[src/rtl/hazard_stall_ctrl.sv]
// Pipeline sequencer for the 5-stage MIPS core: load-use bubbles, memory-wait
// freezes with timeout lock-out, branch flush and a saturating stall counter.
module hazard_stall_ctrl #(
    parameter int unsigned MAX_WAIT    = 15,
    parameter int unsigned STALL_CNT_W = 16
) (
    input  logic                   clk,
    input  logic                   rst,
    input  logic                   id_ex_memread,
    input  logic [4:0]             id_ex_rt,
    input  logic [5:0]             if_id_opcode,
    input  logic [4:0]             if_id_rs,
    input  logic [4:0]             if_id_rt,
    input  logic                   ex_mem_memread,
    input  logic                   ex_mem_memwrite,
    input  logic                   mem_ready,
    input  logic                   branch_taken,
    output logic                   pc_write,
    output logic                   if_id_write,
    output logic                   ctrl_re,
    output logic                   pipe_hold,
    output logic                   if_id_flush,
    output logic                   mem_timeout,
    output logic [STALL_CNT_W-1:0] stall_cnt
);

    localparam logic [1:0] RUN  = 2'd0;
    localparam logic [1:0] WAIT = 2'd1;
    localparam logic [1:0] ERR  = 2'd2;

    localparam logic [5:0] OP_RTYPE = 6'b000000;
    localparam logic [5:0] OP_LW    = 6'b100011;
    localparam logic [5:0] OP_SW    = 6'b101011;

    logic [1:0]             state_q, state_d;
    logic [7:0]             wait_cnt_q, wait_cnt_d;
    logic                   mem_timeout_q, mem_timeout_d;
    logic [STALL_CNT_W-1:0] stall_cnt_q, stall_cnt_d;

    logic uses_rs, uses_rt, lu_hz, mem_busy;

    assign uses_rs = (if_id_opcode == OP_RTYPE) || (if_id_opcode == OP_LW) ||
                     (if_id_opcode == OP_SW);
    assign uses_rt = (if_id_opcode == OP_RTYPE) || (if_id_opcode == OP_SW);

    assign lu_hz = id_ex_memread && (id_ex_rt != 5'd0) &&
                   ((uses_rs && (id_ex_rt == if_id_rs)) ||
                    (uses_rt && (id_ex_rt == if_id_rt)));

    assign mem_busy = (ex_mem_memread || ex_mem_memwrite) && !mem_ready;

    // Zero-latency hazard response; earlier branches take priority.
    always_comb begin
        // NOTE: every output gets a default first so no path infers a latch.
        pc_write    = 1'b1;
        if_id_write = 1'b1;
        ctrl_re     = 1'b0;
        pipe_hold   = 1'b0;
        if_id_flush = 1'b0;
        if (rst) begin
            pc_write    = 1'b0;
            if_id_write = 1'b0;
            ctrl_re     = 1'b1;
            if_id_flush = 1'b1;
        end else if (state_q == ERR || mem_busy) begin
            pc_write    = 1'b0;
            if_id_write = 1'b0;
            pipe_hold   = 1'b1;
        end else if (lu_hz) begin
            pc_write    = 1'b0;
            if_id_write = 1'b0;
            ctrl_re     = 1'b1;
        end else if (branch_taken) begin
            if_id_flush = 1'b1;
        end
    end

    always_comb begin
        state_d       = state_q;
        wait_cnt_d    = wait_cnt_q;
        mem_timeout_d = mem_timeout_q;
        case (state_q)
            RUN: begin
                if (mem_busy) begin
                    state_d    = WAIT;
                    wait_cnt_d = 8'd1;
                end
            end
            WAIT: begin
                if (!mem_busy) begin
                    state_d    = RUN;
                    wait_cnt_d = 8'd0;
                end else if (wait_cnt_q >= 8'(MAX_WAIT)) begin
                    state_d       = ERR;
                    mem_timeout_d = 1'b1;
                end else begin
                    wait_cnt_d = wait_cnt_q + 8'd1;
                end
            end
            ERR:     state_d = ERR;
            default: state_d = RUN;
        endcase
    end

    // Saturating: pins at all-ones instead of wrapping.
    assign stall_cnt_d = (!pc_write && stall_cnt_q != '1) ? stall_cnt_q + 1'b1
                                                          : stall_cnt_q;

    always_ff @(posedge clk) begin
        // NOTE: sequential state uses non-blocking assignments only.
        if (rst) begin
            state_q       <= RUN;
            wait_cnt_q    <= 8'd0;
            mem_timeout_q <= 1'b0;
            stall_cnt_q   <= '0;
        end else begin
            state_q       <= state_d;
            wait_cnt_q    <= wait_cnt_d;
            mem_timeout_q <= mem_timeout_d;
            stall_cnt_q   <= stall_cnt_d;
        end
    end

    assign mem_timeout = mem_timeout_q;
    assign stall_cnt   = stall_cnt_q;

endmodule

[config.mk]
export PLATFORM = sky130hd
export DESIGN_NAME = hazard_stall_ctrl
export DESIGN_NICKNAME = d
export VERILOG_FILES = /design/src/rtl/hazard_stall_ctrl.sv
export SDC_FILE = /design/constraint.sdc
export NUM_CORES = 1
export LEC_CHECK = 0
export CORE_ASPECT_RATIO = 1.4
export CORE_MARGIN = 2
export CORE_UTILIZATION = 45
export DETAILED_ROUTE_END_ITERATION = 10
export GPL_ROUTABILITY_DRIVEN = 0
export HOLD_SLACK_MARGIN = 0.08
export MAX_ROUTING_LAYER = met4
export PLACE_DENSITY = 0.88
export SKIP_LAST_GASP = 1
export SLEW_MARGIN = 20
export SYNTH_ARGS = -nofsm -noshare
export SYNTH_HDL_FRONTEND = slang
export SYNTH_SLANG_ARGS = --single-unit
export TNS_END_PERCENT = 5
[constraint.sdc]
create_clock -name clk -period 5.6 [get_ports clk]
set_clock_uncertainty 0.05 [all_clocks]
set_input_delay 1.4 -clock clk [delete_from_list [all_inputs] [get_ports clk]]
set_output_delay 1.4 -clock clk [all_outputs]
set_load 0.02 [all_outputs]
==> reports/results.ini <==
[outcome]
status=finished, final reports clean

[synthesis]
synth_edf_count=0
syn_inst=203
async_flop_share=0
ys_types=49
synth_top_area_share=0.323
synth_common_cells=dfxtp_1 (27), nor2_1 (24), a21oi_1 (18), nand2_1 (13), nand3_1 (12)
yosysSeqAreaShare=0.323
yosysTopAreaCell=dfxtp_1
syn_avg_cell_area_um2=8.23
ys_warn_count=0
syn-num-nets=233
yosysMostFrequentCell=dfxtp_1
synth_ff_type=dfxtp_1
yosys-top-cells-area=dfxtp_1 (32%), a21oi_1 (5.4%), mux2_2 (5.4%)
synth.cell_area_um2=1670
ys_seq_elements=27

[clock_network]
path_clk_slew_ns=0.10
post_cts_resized=0
cts_hold_buf=0
clock_insertion_delay_worst_skew_ns=0.28
clk_path_buf_depth=2
htree_levels=1
clock-sinks=27
cts-root-buf=clkbuf_8
cts_tree=done
cts_buffers=3
cts_setup_buffers=0

[route]
vias=1692
wire_per_inst_um=14.5
drcViolationCount=0
vias_per_cell=5.76
dr.pass1.iters=6
dr.first_iter.drc_count=101
drt.antenna.violating_nets=0
wl_um=4270

[worst_setup_path]
path_buf_inv=2
r2r-end=wait_cnt_q[7]
path_common_cell=clkdlybuf4s50_1
startpoint=id_ex_rt[1]
worstPathMaxFanout=4
critical_path_depth=7
criticalPathCategory=primary input to output pin
worstSetupEndpointType=output pin
arrival_ns=3.81
r2r_slack_ns=3.45
rr_startpoint=wait_cnt_q[7]
worstPathCellList=clkdlybuf4s50_1, or4_1, o21ai_0, o21ba_2, nor2_1, a21o_1, clkdlybuf4s50_1
cp.required_ns=4.15
cp_slowest_cell=clkdlybuf4s50_1
rr_worst_depth=6
crit_family=buffers and inverters
max_stage_delay_ns=0.60
start_kind=primary input
crit_path_end=if_id_flush

[sta]
slew_violations=0
min_period_over_period=0.939
min_period_ns=5.26
finalSetupViolations=0
hold_viol=0
worst_slew_pin_slew_ns=0.621
max_freq_mhz=190
maxSlewHeadroom=0.583
setup_tns_ns=0
rsz0062_at_grt=no

[die]
core_area_um2=3610
die-width_um=55.5
initial_core_util=0.463
die_h_um=76.1
rows=26
dieArea_um2=4230
ios=50

[pwr]
power_density_nw_per_um2=172
ir_worst_vdd_mv=0.124
power_leakage_uw=0.000768

[final_layout]
drive_above_1_share=0.111
syn2layout_area_growth_pct=33.8
multi_input_area_um2=1050
n_antenna_cell=0
finalNonFillerCells=294
num-nets-final=283
regArea_um2=541
fill_cells=316

[placement]
io_buffers=49
dpl.hpwl_um=3220
place_inst=290

[worst_hold_path]
hp-class=flop to flop

[grt]
antenna_found_initial=0
grt_overflow=0
grt_max_degree=17
grt_pass1_wl_um=7060
grt_use_total=0.206
grt_pass1_vias=1629

[run]
cap_violations=0

==> layout by cell type (no fill, tap or decap), types with 7 or more instances in the layout <==
master,instances
clkdlybuf4s50_1,49
nor2b_1,9
nand2_1,13
nor2_1,24
dfxtp_1,27
xnor2_1,8
inv_1,7
nand3_1,12
a21oi_1,18
o21ai_0,8
mux2_2,8
==> state kept, by name (all words and copies together) (netlist names) <==
name	cells
stall_cnt	16
wait_cnt_q	8
state_q	2
mem_timeout	1
==> how the worst min path moves through the flow <==
stage	from	end	slack, ns	depth (start not counted)
CTS	wait_cnt_q[1]	wait_cnt_q[1]	0.45	2
floorplan	wait_cnt_q[5]	wait_cnt_q[5]	0.40	2
detailed placement	wait_cnt_q[1]	wait_cnt_q[1]	0.44	2
global route	wait_cnt_q[1]	wait_cnt_q[1]	0.47	2
finish	wait_cnt_q[1]	wait_cnt_q[1]	0.45	2
global placement	mem_timeout	mem_timeout	0.41	2
==> metrics by stage <==
stage	utilization	setup slack [ns]	instance area, um2	power (uW)	hold slack [ns]
after CTS	0.619	0.328	2240	386	0.454
after floorplan	-	1.07	1670	238	0.402
after detailed placement	0.606	0.331	2190	271	0.437
after global routing	0.619	0.237	2240	402	0.473
after global placement	0.606	0.405	2190	270	0.409
final	0.619	0.339	2240	385	0.454
==> power breakdown <==
| group | switching [uW] | internal (uW) | leakage (uW) |
|---|---|---|---|
| logic | 33.5 | 36.7 | 0.000529 |
| clock network | 66.3 | 50.7 | 0.0000217 |
| registers | 3.34 | 194 | 0.000218 |
| total | 103 | 281 | 0.000768 |
==> layer usage <==
layer | share of wire | GRT usage | up-vias
met5 | 0 | - | -
met4 | 0.023 | 0.0805 | 0
met2 | 0.52 | 0.369 | 72
li1 | - | - | 838
met1 | 0.39 | 0.222 | 771
met3 | 0.064 | 0.0357 | 11
==> cell type report <==
cell class,count,area share
flip-flops and latches,27,0.242
clock buffers,3,0.0185
clock inverters,1,0.00336
well taps,42,0.0235
inverters,7,0.0118
repair buffers,53,0.233
multi-input cells,161,0.468
==> logic make-up (layout without fill, tap and decap cells) <==
group	Yosys count	after routing	share of synthesized area
multiplexers	8	8	0.0539
adder cells (fa/ha/maj)	2	2	0.0150
flip-flops	27	27	0.323
buffers and inverters	15	64	0.0501
AND/OR/NAND/NOR	88	88	0.290
AO/OA/AOI/OAI	52	52	0.210
XOR/XNOR	11	11	0.0576
==> tightest hold or removal path, cell delays in order (launching register included) <==
cell and delay, ns:
dfxtp_1 0.34, nand2b_1 0.07, a21oi_1 0.05
No activity file was read; power rests on OpenSTA's default activity.
